## config.mk

```make
export PLATFORM = sky130hd
export DESIGN_NAME = imem_loader_flat
export DESIGN_NICKNAME = d
export VERILOG_FILES = /design/src/rtl/y86_pkg.sv /design/src/rtl/imem_loader_if.sv /design/src/rtl/imem_loader_csum.sv /design/src/rtl/imem_loader.sv /design/src/flat_wrapper.sv
export SDC_FILE = /design/constraint.sdc
export NUM_CORES = 1
export LEC_CHECK = 0
export ABC_CLOCK_PERIOD_IN_PS = 3900
export BUFFER_PORTS_ARGS = -buffer_cell sky130_fd_sc_hd__buf_4
export CAP_MARGIN = 20
export CORE_MARGIN = 3
export CORE_UTILIZATION = 35
export DETAILED_ROUTE_END_ITERATION = 6
export GPL_TIMING_DRIVEN = 0
export SYNTH_ARGS = -nofsm -noshare
export SYNTH_HDL_FRONTEND = slang
export SYNTH_SLANG_ARGS = --single-unit
```

## constraint.sdc

```tcl
create_clock -name clk -period 3.9 [get_ports clk]
set_input_delay 0.78 -clock clk [delete_from_list [all_inputs] [get_ports clk]]
set_output_delay 0.78 -clock clk [all_outputs]
set_load 0.01 [all_outputs]
```

## src/rtl/y86_pkg.sv

```systemverilog
// Shared Y86-64 definitions: loader FSM states, loader error causes and the
// processor status encoding used by the SEQ top.
package y86_pkg;

  typedef enum logic [2:0] {
    ST_IDLE   = 3'd0,
    ST_LOAD   = 3'd1,
    ST_CHECK  = 3'd2,
    ST_RUN    = 3'd3,
    ST_HALTED = 3'd4,
    ST_ERR    = 3'd5
  } ld_state_e;

  localparam logic [1:0] ERR_OVF  = 2'd1;
  localparam logic [1:0] ERR_CSUM = 2'd2;
  localparam logic [1:0] ERR_CPU  = 2'd3;

  localparam logic [2:0] STAT_AOK = 3'd1;
  localparam logic [2:0] STAT_HLT = 3'd2;
  localparam logic [2:0] STAT_ADR = 3'd3;
  localparam logic [2:0] STAT_INS = 3'd4;

endpackage

```

## src/rtl/imem_loader_if.sv

```systemverilog
// Program byte stream: valid/ready handshake plus last-byte flag and the
// expected checksum that accompanies the final byte.
interface imem_loader_if;
  logic       in_valid;
  logic       in_ready;
  logic [7:0] in_data;
  logic       in_last;
  logic [7:0] exp_csum;

  modport master (output in_valid, in_data, in_last, exp_csum, input in_ready);
  modport slave  (input in_valid, in_data, in_last, exp_csum, output in_ready);
endinterface

```

## src/rtl/imem_loader_csum.sv

```systemverilog
// Modulo-256 running sum of program bytes with clear, accumulate-enable and
// an equality compare against a reference checksum.
module load_csum (
  input  logic       clk,
  input  logic       rst_n,
  input  logic       clr,
  input  logic       en,
  input  logic [7:0] din,
  input  logic [7:0] cmp_val,
  output logic       match
);
  logic [7:0] acc_q, acc_d;

  always_comb begin
    acc_d = acc_q;
    if (clr)     acc_d = 8'd0;
    else if (en) acc_d = acc_q + din;
  end

  always_ff @(posedge clk) begin
    if (!rst_n) acc_q <= 8'd0;
    else        acc_q <= acc_d;
  end

  assign match = (acc_q == cmp_val);
endmodule

```

## src/rtl/imem_loader.sv

```systemverilog
// Boot loader: streams a program into instruction memory from address 0,
// verifies its checksum, then releases the CPU and tracks halt/fault status.
module imem_loader
  import y86_pkg::*;
#(
  parameter int IMEM_DEPTH = 1024,
  parameter int ADDR_W     = 10
) (
  input  logic              clk,
  input  logic              rst_n,
  input  logic              start,
  imem_loader_if.slave      s,
  output logic              imem_we,
  output logic [ADDR_W-1:0] imem_addr,
  output logic [7:0]        imem_wdata,
  output logic              cpu_run,
  input  logic              cpu_hlt,
  input  logic              cpu_err,
  output logic [ADDR_W:0]   prog_len,
  output logic              done,
  output logic              err,
  output logic [1:0]        err_code
);
  localparam logic [ADDR_W:0] LAST_ADDR = (ADDR_W+1)'(IMEM_DEPTH - 1);

  ld_state_e         state_q, state_d;
  logic [ADDR_W:0]   cnt_q, cnt_d, len_q, len_d;
  logic [7:0]        exp_q, exp_d, wdata_q, wdata_d;
  logic [ADDR_W-1:0] addr_q, addr_d;
  logic              we_q, we_d, run_q, run_d, done_q, done_d, err_q, err_d;
  logic [1:0]        code_q, code_d;
  logic              hs, csum_clr, csum_en, csum_ok;

  assign s.in_ready = (state_q == ST_LOAD);
  assign hs         = s.in_valid & s.in_ready;

  load_csum u_csum (
    .clk     (clk),
    .rst_n   (rst_n),
    .clr     (csum_clr),
    .en      (csum_en),
    .din     (s.in_data),
    .cmp_val (exp_q),
    .match   (csum_ok)
  );

  always_comb begin
    state_d  = state_q;
    cnt_d    = cnt_q;
    len_d    = len_q;
    exp_d    = exp_q;
    we_d     = 1'b0;
    addr_d   = addr_q;
    wdata_d  = wdata_q;
    run_d    = run_q;
    done_d   = done_q;
    err_d    = err_q;
    code_d   = code_q;
    csum_clr = 1'b0;
    csum_en  = 1'b0;
    unique case (state_q)
      ST_IDLE, ST_HALTED, ST_ERR: begin
        if (start) begin
          state_d  = ST_LOAD;
          cnt_d    = '0;
          csum_clr = 1'b1;
          run_d    = 1'b0;
          done_d   = 1'b0;
          err_d    = 1'b0;
          code_d   = 2'd0;
        end
      end
      ST_LOAD: begin
        if (hs) begin
          we_d    = 1'b1;
          addr_d  = cnt_q[ADDR_W-1:0];
          wdata_d = s.in_data;
          cnt_d   = cnt_q + 1'b1;
          csum_en = 1'b1;
          if (s.in_last) begin
            exp_d   = s.exp_csum;
            state_d = ST_CHECK;
          end else if (cnt_q == LAST_ADDR) begin
            // Memory is full and more bytes are coming: refuse rather than wrap.
            state_d = ST_ERR;
            err_d   = 1'b1;
            code_d  = ERR_OVF;
          end
        end
      end
      ST_CHECK: begin
        len_d = cnt_q;
        if (csum_ok) begin
          state_d = ST_RUN;
          run_d   = 1'b1;
        end else begin
          state_d = ST_ERR;
          err_d   = 1'b1;
          code_d  = ERR_CSUM;
        end
      end
      ST_RUN: begin
        // A fault outranks a simultaneous halt.
        if (cpu_err) begin
          state_d = ST_ERR;
          run_d   = 1'b0;
          err_d   = 1'b1;
          code_d  = ERR_CPU;
        end else if (cpu_hlt) begin
          state_d = ST_HALTED;
          run_d   = 1'b0;
          done_d  = 1'b1;
        end
      end
      default: state_d = ST_IDLE;
    endcase
  end

  always_ff @(posedge clk) begin
    if (!rst_n) begin
      state_q <= ST_IDLE;
      cnt_q   <= '0;
      len_q   <= '0;
      exp_q   <= 8'd0;
      we_q    <= 1'b0;
      addr_q  <= '0;
      wdata_q <= 8'd0;
      run_q   <= 1'b0;
      done_q  <= 1'b0;
      err_q   <= 1'b0;
      code_q  <= 2'd0;
    end else begin
      state_q <= state_d;
      cnt_q   <= cnt_d;
      len_q   <= len_d;
      exp_q   <= exp_d;
      we_q    <= we_d;
      addr_q  <= addr_d;
      wdata_q <= wdata_d;
      run_q   <= run_d;
      done_q  <= done_d;
      err_q   <= err_d;
      code_q  <= code_d;
    end
  end

  assign imem_we    = we_q;
  assign imem_addr  = addr_q;
  assign imem_wdata = wdata_q;
  assign cpu_run    = run_q;
  assign prog_len   = len_q;
  assign done       = done_q;
  assign err        = err_q;
  assign err_code   = code_q;
endmodule

```

## src/flat_wrapper.sv

```systemverilog
// flat-port wrapper written by rule: the top's interface ports become plain ports
module imem_loader_flat import y86_pkg::*;
#(
  parameter int IMEM_DEPTH = 1024,
  parameter int ADDR_W     = 10
)
  (clk, rst_n, start, imem_we, imem_addr, imem_wdata, cpu_run, cpu_hlt, cpu_err, prog_len, done, err, err_code, s_in_valid, s_in_data, s_in_last, s_exp_csum, s_in_ready);
  imem_loader_if s_i ();
  input  logic clk;
  input  logic rst_n;
  input  logic start;
  output logic imem_we;
  output logic [ADDR_W-1:0] imem_addr;
  output logic [7:0] imem_wdata;
  output logic cpu_run;
  input  logic cpu_hlt;
  input  logic cpu_err;
  output logic [ADDR_W:0] prog_len;
  output logic done;
  output logic err;
  output logic [1:0] err_code;
  input wire logic [$bits(s_i.in_valid)-1:0] s_in_valid;
  input wire logic [$bits(s_i.in_data)-1:0] s_in_data;
  input wire logic [$bits(s_i.in_last)-1:0] s_in_last;
  input wire logic [$bits(s_i.exp_csum)-1:0] s_exp_csum;
  output wire logic [$bits(s_i.in_ready)-1:0] s_in_ready;
  assign s_i.in_valid = s_in_valid;
  assign s_i.in_data = s_in_data;
  assign s_i.in_last = s_in_last;
  assign s_i.exp_csum = s_exp_csum;
  assign s_in_ready = s_i.in_ready;
  imem_loader #(.IMEM_DEPTH(IMEM_DEPTH), .ADDR_W(ADDR_W)) u_core (.clk(clk), .rst_n(rst_n), .start(start), .s(s_i), .imem_we(imem_we), .imem_addr(imem_addr), .imem_wdata(imem_wdata), .cpu_run(cpu_run), .cpu_hlt(cpu_hlt), .cpu_err(cpu_err), .prog_len(prog_len), .done(done), .err(err), .err_code(err_code));
endmodule
```

# After elaboration in Yosys (flattened, before gate mapping)
# Cells that the tools add are included.
# totals
reg_bits	65
in_bits	23
output_inout_bits	36
elab_cells	84
# op_classes
add_sub_neg	2
eq_ne	18
mux	36
bitwise_logic	2
n_reduce_logical	14
# ops
cell	count
11-bit two-way mux	2
11-bit case mux with 2 select lines	1
3-bit two-way mux	7
2-bit != test, second input constant	8
1-bit two-way mux	15
2-bit two-way mux	6
3-bit case mux with 4 select lines	1
4-bit AND reduction	3
11-bit by 1-bit adder with 11-bit output, second input constant	1
11-bit by 10-bit equality test with 1-bit output, second input constant	1
8-bit adder	1
8-bit equality test	1
2-bit case mux with 4 select lines	1
7-bit AND reduction	1
3-bit by 2-bit equality test with 1-bit output, second input constant	2
3-bit equality test, second input constant	2
3-bit != test, second input constant	2
3-bit AND reduction	2
1-bit case mux with 4 select lines	1
2-bit nonzero test	2
4-bit nonzero test	1
3-bit by 1-bit equality test with 1-bit output, second input constant	1
3-bit logical NOT	1
1-bit case mux with 3 select lines	1
8 further kinds	8

# Logic depth before layout (Yosys ltp)
# Gate-level depths: netlist (run 1).
# depth
depth_word	5
mapped_depth	8
depth_no_buf	8

# Hierarchy
# Synthesis (run 1) repeated with hierarchy kept, for this count alone.
# hier_totals
cells_unflattened	367
area_unflattened_um2	3196.8
# by_module_without_submodules
module	instances	cells_per_inst	area_per_inst_um2	seq_area_each_um2
imem_loader	1	285	2487.4	1141.1
load_csum	1	82	709.4	160.2

# Worst setup path after synthesis (run 1)
# No wires, ideal clock.
# synth_path
kind	input to register
startpoint	input port s_in_data[1]
endpoint	register u_core.u_csum.acc_q[7]
setup_time_ps	59
arrival_ps	2183
required_ps	3841
path_slack_ps	1658
path_stages	6
n_path_buf	0
cell_sequence	ha_1 a211oi_1 o21ai_0 a211o_1 a211oi_2 a31o_1
# synth_via
elab_chain_len	1
# synth_rtl
element	line	text
from (decl)	flat_wrapper.sv:23	input wire logic [$bits(s_i.in_data)-1:0] s_in_data;
8-bit adder	imem_loader_csum.sv:17	else if (en) acc_d = acc_q + din;
to (signal assigned)	imem_loader_csum.sv:21	if (!rst_n) acc_q <= 8'd0;
to (signal assigned)	imem_loader_csum.sv:22	else acc_q <= acc_d;
to (decl)	imem_loader_csum.sv:12	logic [7:0] acc_q, acc_d;
# No other way between the ends.
# A chain may end at the register's enable or synchronous reset.

# Worst setup path in the final report (run 1)
# Ends and elaborated chain as after synthesis.

==> impl_metrics.tcl, run 1 <==
set metrics [dict create \
    status "finished clean" \
    die_w_um 101 \
    regArea_um2 1300 \
    worst-path-stages 7 \
    numClockSinks 65 \
    cp_top_family "compound AO/OA/AOI/OAI gates" \
    synth_edf_count 0 \
    cts_hold_buf 0 \
    num_vias 2706 \
    synth_top_cell_by_area "dfxtp_1" \
    ant_nets 0 \
    die_area_um2 10300 \
    antennaDiodeCount 0 \
    finalCritPeriodShare_pct 56.4 \
    cp.arrival_ps 2490 \
    hold_violations 0 \
    yosys_warnings 0 \
    dpl.hpwl_um 5690 \
    fmax_mhz 455 \
    detail_route.vias_per_cell 5.11 \
    tns_ps 0 \
    worstSetupStartpointType "primary input" \
    vdd_ir_drop_max_mv 0.168 \
    rr_worst_depth 6 \
    cts_tree "yes" \
    synthFlopType "dfxtp_1" \
    yosys.area_share.simple_pct 22.6 \
    post-route-min-period_ps 2200 \
    finalSetupViolCount 0 \
    avgSynthCellArea_um2 9.12 \
    die_h_um 101 \
    io_buffers 57 \
    grtUsageTotal_pct 15.4 \
    critPathKind "in2reg" \
    layout-drive-gt1-share_pct 21.8 \
    path_clk_slew_ps 70 \
    htree_levels 3 \
    whs_path_depth 2 \
    clk_latency_ps 350 \
    synth.mux.area_fraction_pct 7.94 \
    avgRoutedWirePerCell_um 14.4 \
    synth-seq-cells 65 \
    gr-total-overflow 0 \
    multi_input_area_um2 1740 \
    grt_pass1_vias 2572 \
    seq_area_frac_synth_pct 40.9 \
    synthArstFlopShare_pct 0 \
    routed_wl_um 7620 \
    p_leak_uw 0.00163 \
    antenna_found_initial 0 \
    yosysTopAreaCellShare_pct 40.9 \
    design.portCount 59 \
    synth-compound-area-share_pct 16.9 \
    cp_data_required_time_ps 4190 \
    hold_path_class "reg2reg" \
    met3_usage_pct 3.24 \
    grt_pass1_wl_um 12500 \
    setup.worst_path.end_class "flip-flop" \
    place_congestion 0.882 \
    clockRootBuffer "clkbuf_8" \
    rows 34 \
    final_net_count 449 \
    yosysUniqueCellTypes 54 \
    powerDensity_nw_per_um2 458 \
    grt.busiest_layer "met2" \
    synthAdderAreaFrac_pct 3.77 \
    synth_nets 381 \
    syn_area_um2 3180 \
    fin_util_pct 45.0 \
    drv_slew 0 \
    drc 0 \
    synthXorXnorAreaFrac_pct 3.30 \
    drt_iter0_markers 100 \
    clock_skew_ps 10.2 \
    cp_num_buf_inv 1 \
    rsz0062_at_grt "false" \
    cts_buffers 9 \
    worstPathMaxFanout 4 \
    fp.coreArea_um2 8760 \
    fillCellCount 893 \
    clk_path_buf_depth 2 \
    synthesis.instances 349 \
    slowest_delay_ps 450 \
    syn2layout_area_growth_pct 23.9 \
    postCtsSetupBuffers 0 \
    relSlewSlack_pct 64.9 \
    yosys-top-cells-area "dfxtp_1 41%, mux2i_1 7.2%, nand2_1 6.8%, nor2b_1 4.5%, a21boi_0 4.2%" \
    worst_pin_slew_ps 527 \
    slowest_stage "a211oi_1" \
    max_cap_viol_count 0 \
    global_route.usage.met2_pct 23.7 \
    start_util_pct 36.3 \
    synth_top_family_by_area "simple AND/OR/NAND/NOR gates" \
    cts_resized 0 \
    grtUsageMet1_pct 21.5 \
    firstDrtPassIters 5 \
    cp_cell_sequence "buf_4 > ha_1 > a211oi_1 > o21ai_0 > a211o_1 > a211oi_2 > a31o_1" \
    grt_max_degree 12 \
]
[synth_stat cells, types with 2 or more instances]
library cell  count
a211o_1           5
a211oi_1          2
a21boi_0         18
a21oi_1          10
a31oi_1           2
and2_1            4
and3_1            3
buf_2             5
buf_4             3
buf_6             2
clkbuf_1         10
dfxtp_1          65
ha_1              8
inv_1            10
mux2i_1          23
nand2_1          58
nand2b_1          3
nand3_1           3
nand3b_1          2
nand4_1           6
nor2_1           15
nor2b_1          23
nor3_1            6
nor4_1            2
nor4b_1           2
o2111ai_1         2
o211a_1           3
o211ai_1          3
o21a_1            4
o21ai_0           9
o21bai_1          2
o31ai_1           3
xnor2_1          12
[sequential cells by signal, summed over array words and instances (netlist names)]
register,cells
u_core.cnt_q,11
u_core.cpu_run,1
u_core.done,1
u_core.err,1
u_core.err_code,2
u_core.exp_q,8
u_core.imem_addr,10
u_core.imem_wdata,8
u_core.imem_we,1
u_core.prog_len,11
u_core.state_q,3
u_core.u_csum.acc_q,8
[path summary, 6_finish.rpt]
path	to	start	slack, ps
hold reg to reg	u_core.err_code[1]	u_core.err_code[1]	460
setup / recovery	u_core.u_csum.acc_q[7]	s_in_data[1]	1700
hold / removal	u_core.err_code[1]	u_core.err_code[1]	460
setup reg to reg	u_core.u_csum.acc_q[7]	u_core.u_csum.acc_q[1]	1910
[per-layer routing]
metal | vias up | wire length, um
met4 | 0 | 123
met1 | 1261 | 3760
met2 | 74 | 3350
met5 | - | 0
li1 | 1358 | -
met3 | 13 | 387
[metrics by stage]
stage | instances | cell area (um2) | hold WS (ps) | worst slack (ps) | power (uW)
final | 530 | 3940 | 460 | 1700 | 1810
after global routing | 530 | 3940 | 480 | 1580 | 1910
after detailed placement | 514 | 3750 | 447 | 1350 | 1250
after CTS | 530 | 3940 | 466 | 1700 | 1820
after floorplan | 349 | 3180 | 462 | 1660 | 1100
after global placement | 514 | 3750 | 452 | 1390 | 1240
[logic make-up after synthesis]
family,after synthesis
adders and majority gates,9
AOI/OAI and AO/OA,73
buffers and inverters,30
muxes,24
and+or+nand+nor,136
DFF,65
xor gates and xnor gates,12
[cell type report]
class / count / share of cell area (%)
sequential: 65 / 33.0
buffer: 20 / 2.73
clock buffer: 11 / 3.59
clock inverter: 5 / 1.40
inverter: 10 / 0.952
multi-input combinational: 254 / 44.0
timing repair buffer: 57 / 10.9
tap: 108 / 3.43
[report_power, final]
| part | internal, uW | switching, uW | leakage [uW] | total (uW) |
|---|---|---|---|---|
| Combinational | 221 | 272 | 0.00101 | 493 |
| Sequential | 708 | 31.4 | 0.000525 | 739 |
| Clock | 310 | 263 | 0.0000953 | 574 |
| Total | 1240 | 567 | 0.00163 | 1810 |
[cell usage in the layout, fill, tap and decap left out, types with 6 or more instances in the layout]
master / count
a21boi_0: 18
nor2_1: 15
inv_1: 10
nand4_1: 6
a21oi_1: 10
buf_4: 60
nor3_1: 6
nand2_1: 58
xnor2_1: 12
mux2i_1: 23
dfxtp_1: 65
ha_1: 8
clkbuf_1: 11
o21ai_0: 9
nor2b_1: 23
clkbuf_8: 10
[worst reg2reg max path, delay by kind of cell, from the launching register on]
kind            cells  cell delay [ps]
compound gates      5             1290
flops               1              390
fa+ha+maj           1              270
Power figures use the tool's default switching activity.
==> run 2, diff against run 1 <==
ABC_CLOCK_PERIOD_IN_PS = 2000   (was 3900)
clock period = 2 ns   (was 3.9 ns; I/O delays follow)
==> run 2 against run 1 <==
Via count up 0.37%. Highest routed layer unchanged. Final area grew 0.19%. Setup slack got worse by 1600 ps. Cell count is the same.
==> impl_metrics.tcl, run 2 (synthesis results as in run 1) <==
set metrics [dict create \
    status "finished clean" \
    dp_cells 514 \
    die_area_um2 10300 \
    grt_pass1_wl_um 12500 \
    critPathKind "reg2reg" \
    worstSetupStartpoint "u_core.u_csum.acc_q[2]" \
    route.met2.wl_um 3340 \
    place_congestion 0.882 \
    layout-drive-gt1-share_pct 22.3 \
    cp_data_required_time_ps 2290 \
    fp.coreArea_um2 8760 \
    met1_length_um 3780 \
    gr-total-overflow 0 \
    num_vias 2716 \
    worst_pin_slew_ps 523 \
    powerDensity_nw_per_um2 892 \
    cp-endpoint "u_core.u_csum.acc_q[7]" \
    whs_path_depth 3 \
    wl_met3_um 371 \
    final_common_cell "dfxtp_1" \
    swShare_pct 31.4 \
    final_net_count 449 \
    design.portCount 59 \
    detail_route.vias_per_cell 5.12 \
    numClockSinks 65 \
    rsz0062_at_grt "false" \
    clockRootBuffer "clkbuf_8" \
    power_switching_uw 1110 \
    grt_pass1_vias 2565 \
    hold_path_class "in2reg" \
    reg2reg_to "u_core.u_csum.acc_q[7]" \
    cts_buffers 9 \
    max_cap_viol_count 0 \
    die_w_um 101 \
    clkPwrFrac_pct 31.8 \
    cts_hold_buf 0 \
    relSlewSlack_pct 65.1 \
    finalCritPeriodShare_pct 94.6 \
    htree_levels 3 \
    clock_skew_ps 10.3 \
    ant_nets 0 \
    vdd_ir_drop_max_mv 0.328 \
    drt_iter0_markers 93 \
    clk_latency_ps 350 \
    drc 0 \
    grtUsageTotal_pct 15.4 \
    grt_max_degree 12 \
    setup.worst_path.end_class "flip-flop" \
    hold_violations 0 \
    cts_resized 1 \
    finalSetupViolCount 0 \
    power.share.combinational_pct 27.3 \
    fmax_mhz 529 \
    io_buffers 57 \
    avgRoutedWirePerCell_um 14.4 \
    r2r_setup_slack_ps 110 \
    final_cell_mix "65 x dfxtp_1, 60 x buf_4, 58 x nand2_1" \
    rr_worst_depth 6 \
    intPower_uw 2420 \
    antennaDiodeCount 0 \
    dpl.hpwl_um 5690 \
    firstDrtPassIters 4 \
    clk_path_buf_depth 2 \
    highest_layer "met4" \
    routed_wl_um 7610 \
    rows 34 \
    die_h_um 101 \
    worstPathMaxFanout 4 \
    postCtsSetupBuffers 0 \
    path_clk_slew_ps 70 \
    syn2layout_area_growth_pct 24.1 \
    start_util_pct 36.3 \
    post-route-min-period_ps 1890 \
    worstSetupStartpointType "flip-flop" \
    cp.arrival_ps 2180 \
    stdcell_count 530 \
    drv_slew 0 \
    postPlaceCellArea_um2 3750 \
    pwr-share-seq_pct 40.9 \
    final_area_um2 3950 \
    regToRegStartpoint "u_core.u_csum.acc_q[2]" \
    antenna_found_initial 0 \
    cts_tree "yes" \
    p_leak_uw 0.00163 \
]
[run 2: changes by cell type in the layout (fill, tap and decap cells not counted)]
cell	change
a211oi_1	-1
a211oi_2	+1
ha_1	-1
ha_2	+1
[run 2: through the flow]
step / utilization (%) / TNS, ps / power (uW) / setup slack, ps / hold WS [ps]
3_3_place_gp: 42.7 / -164 / 2420 / -133 / 452
2_1_floorplan: - / 0 / 2140 / 138 / 462
4_1_cts: 45.0 / 0 / 3550 / 93.3 / 303
3_5_place_dp: 42.7 / -229 / 2430 / -174 / 447
5_1_grt: 45.1 / 0 / 3730 / 9.83 / 323
6_report: 45.1 / 0 / 3520 / 109 / 314
[run 2: critical path, stage by stage (launching register included)]
cell	delay [ps]
dfxtp_1	390
ha_1	290
o21ai_0	360
o21ai_0	130
a211o_1	330
a211oi_2	210
a31o_1	120
[run 2: worst min path at each step]
stage | from | endpoint | slack [ps]
floorplan | u_core.u_csum.acc_q[2] | u_core.u_csum.acc_q[2] | 460
global placement | u_core.err_code[1] | u_core.err_code[1] | 450
detailed placement | u_core.err_code[1] | u_core.err_code[1] | 450
CTS | s_exp_csum[1] | u_core.exp_q[1] | 300
global route | s_in_data[6] | u_core.imem_wdata[6] | 320
finish | s_exp_csum[1] | u_core.exp_q[1] | 310
[run 2: metal layers]
layer	track usage, %	vias up
met5	0	-
met4	5.52	0
met3	3.24	13
met2	23.6	71
met1	21.5	1271
li1	-	1361
[run 2: cell type report]
type	instances	area (um2)
fillers	891	4810
clock buffers	11	141
well taps	108	135
clock inverters	5	55.1
flip-flops and latches	65	1300
multi-input cells	254	1740
plain buffers	20	108
repair buffers	57	428
inverters	10	37.5
[run 2: power groups by stage]
stage | clock [uW] | combinational, uW | sequential (uW)
global placement | 0 | 949 | 1470
floorplan | 0 | 670 | 1470
global route | 1210 | 1070 | 1450
CTS | 1140 | 969 | 1440
detailed placement | 0 | 959 | 1470
finish | 1120 | 963 | 1440
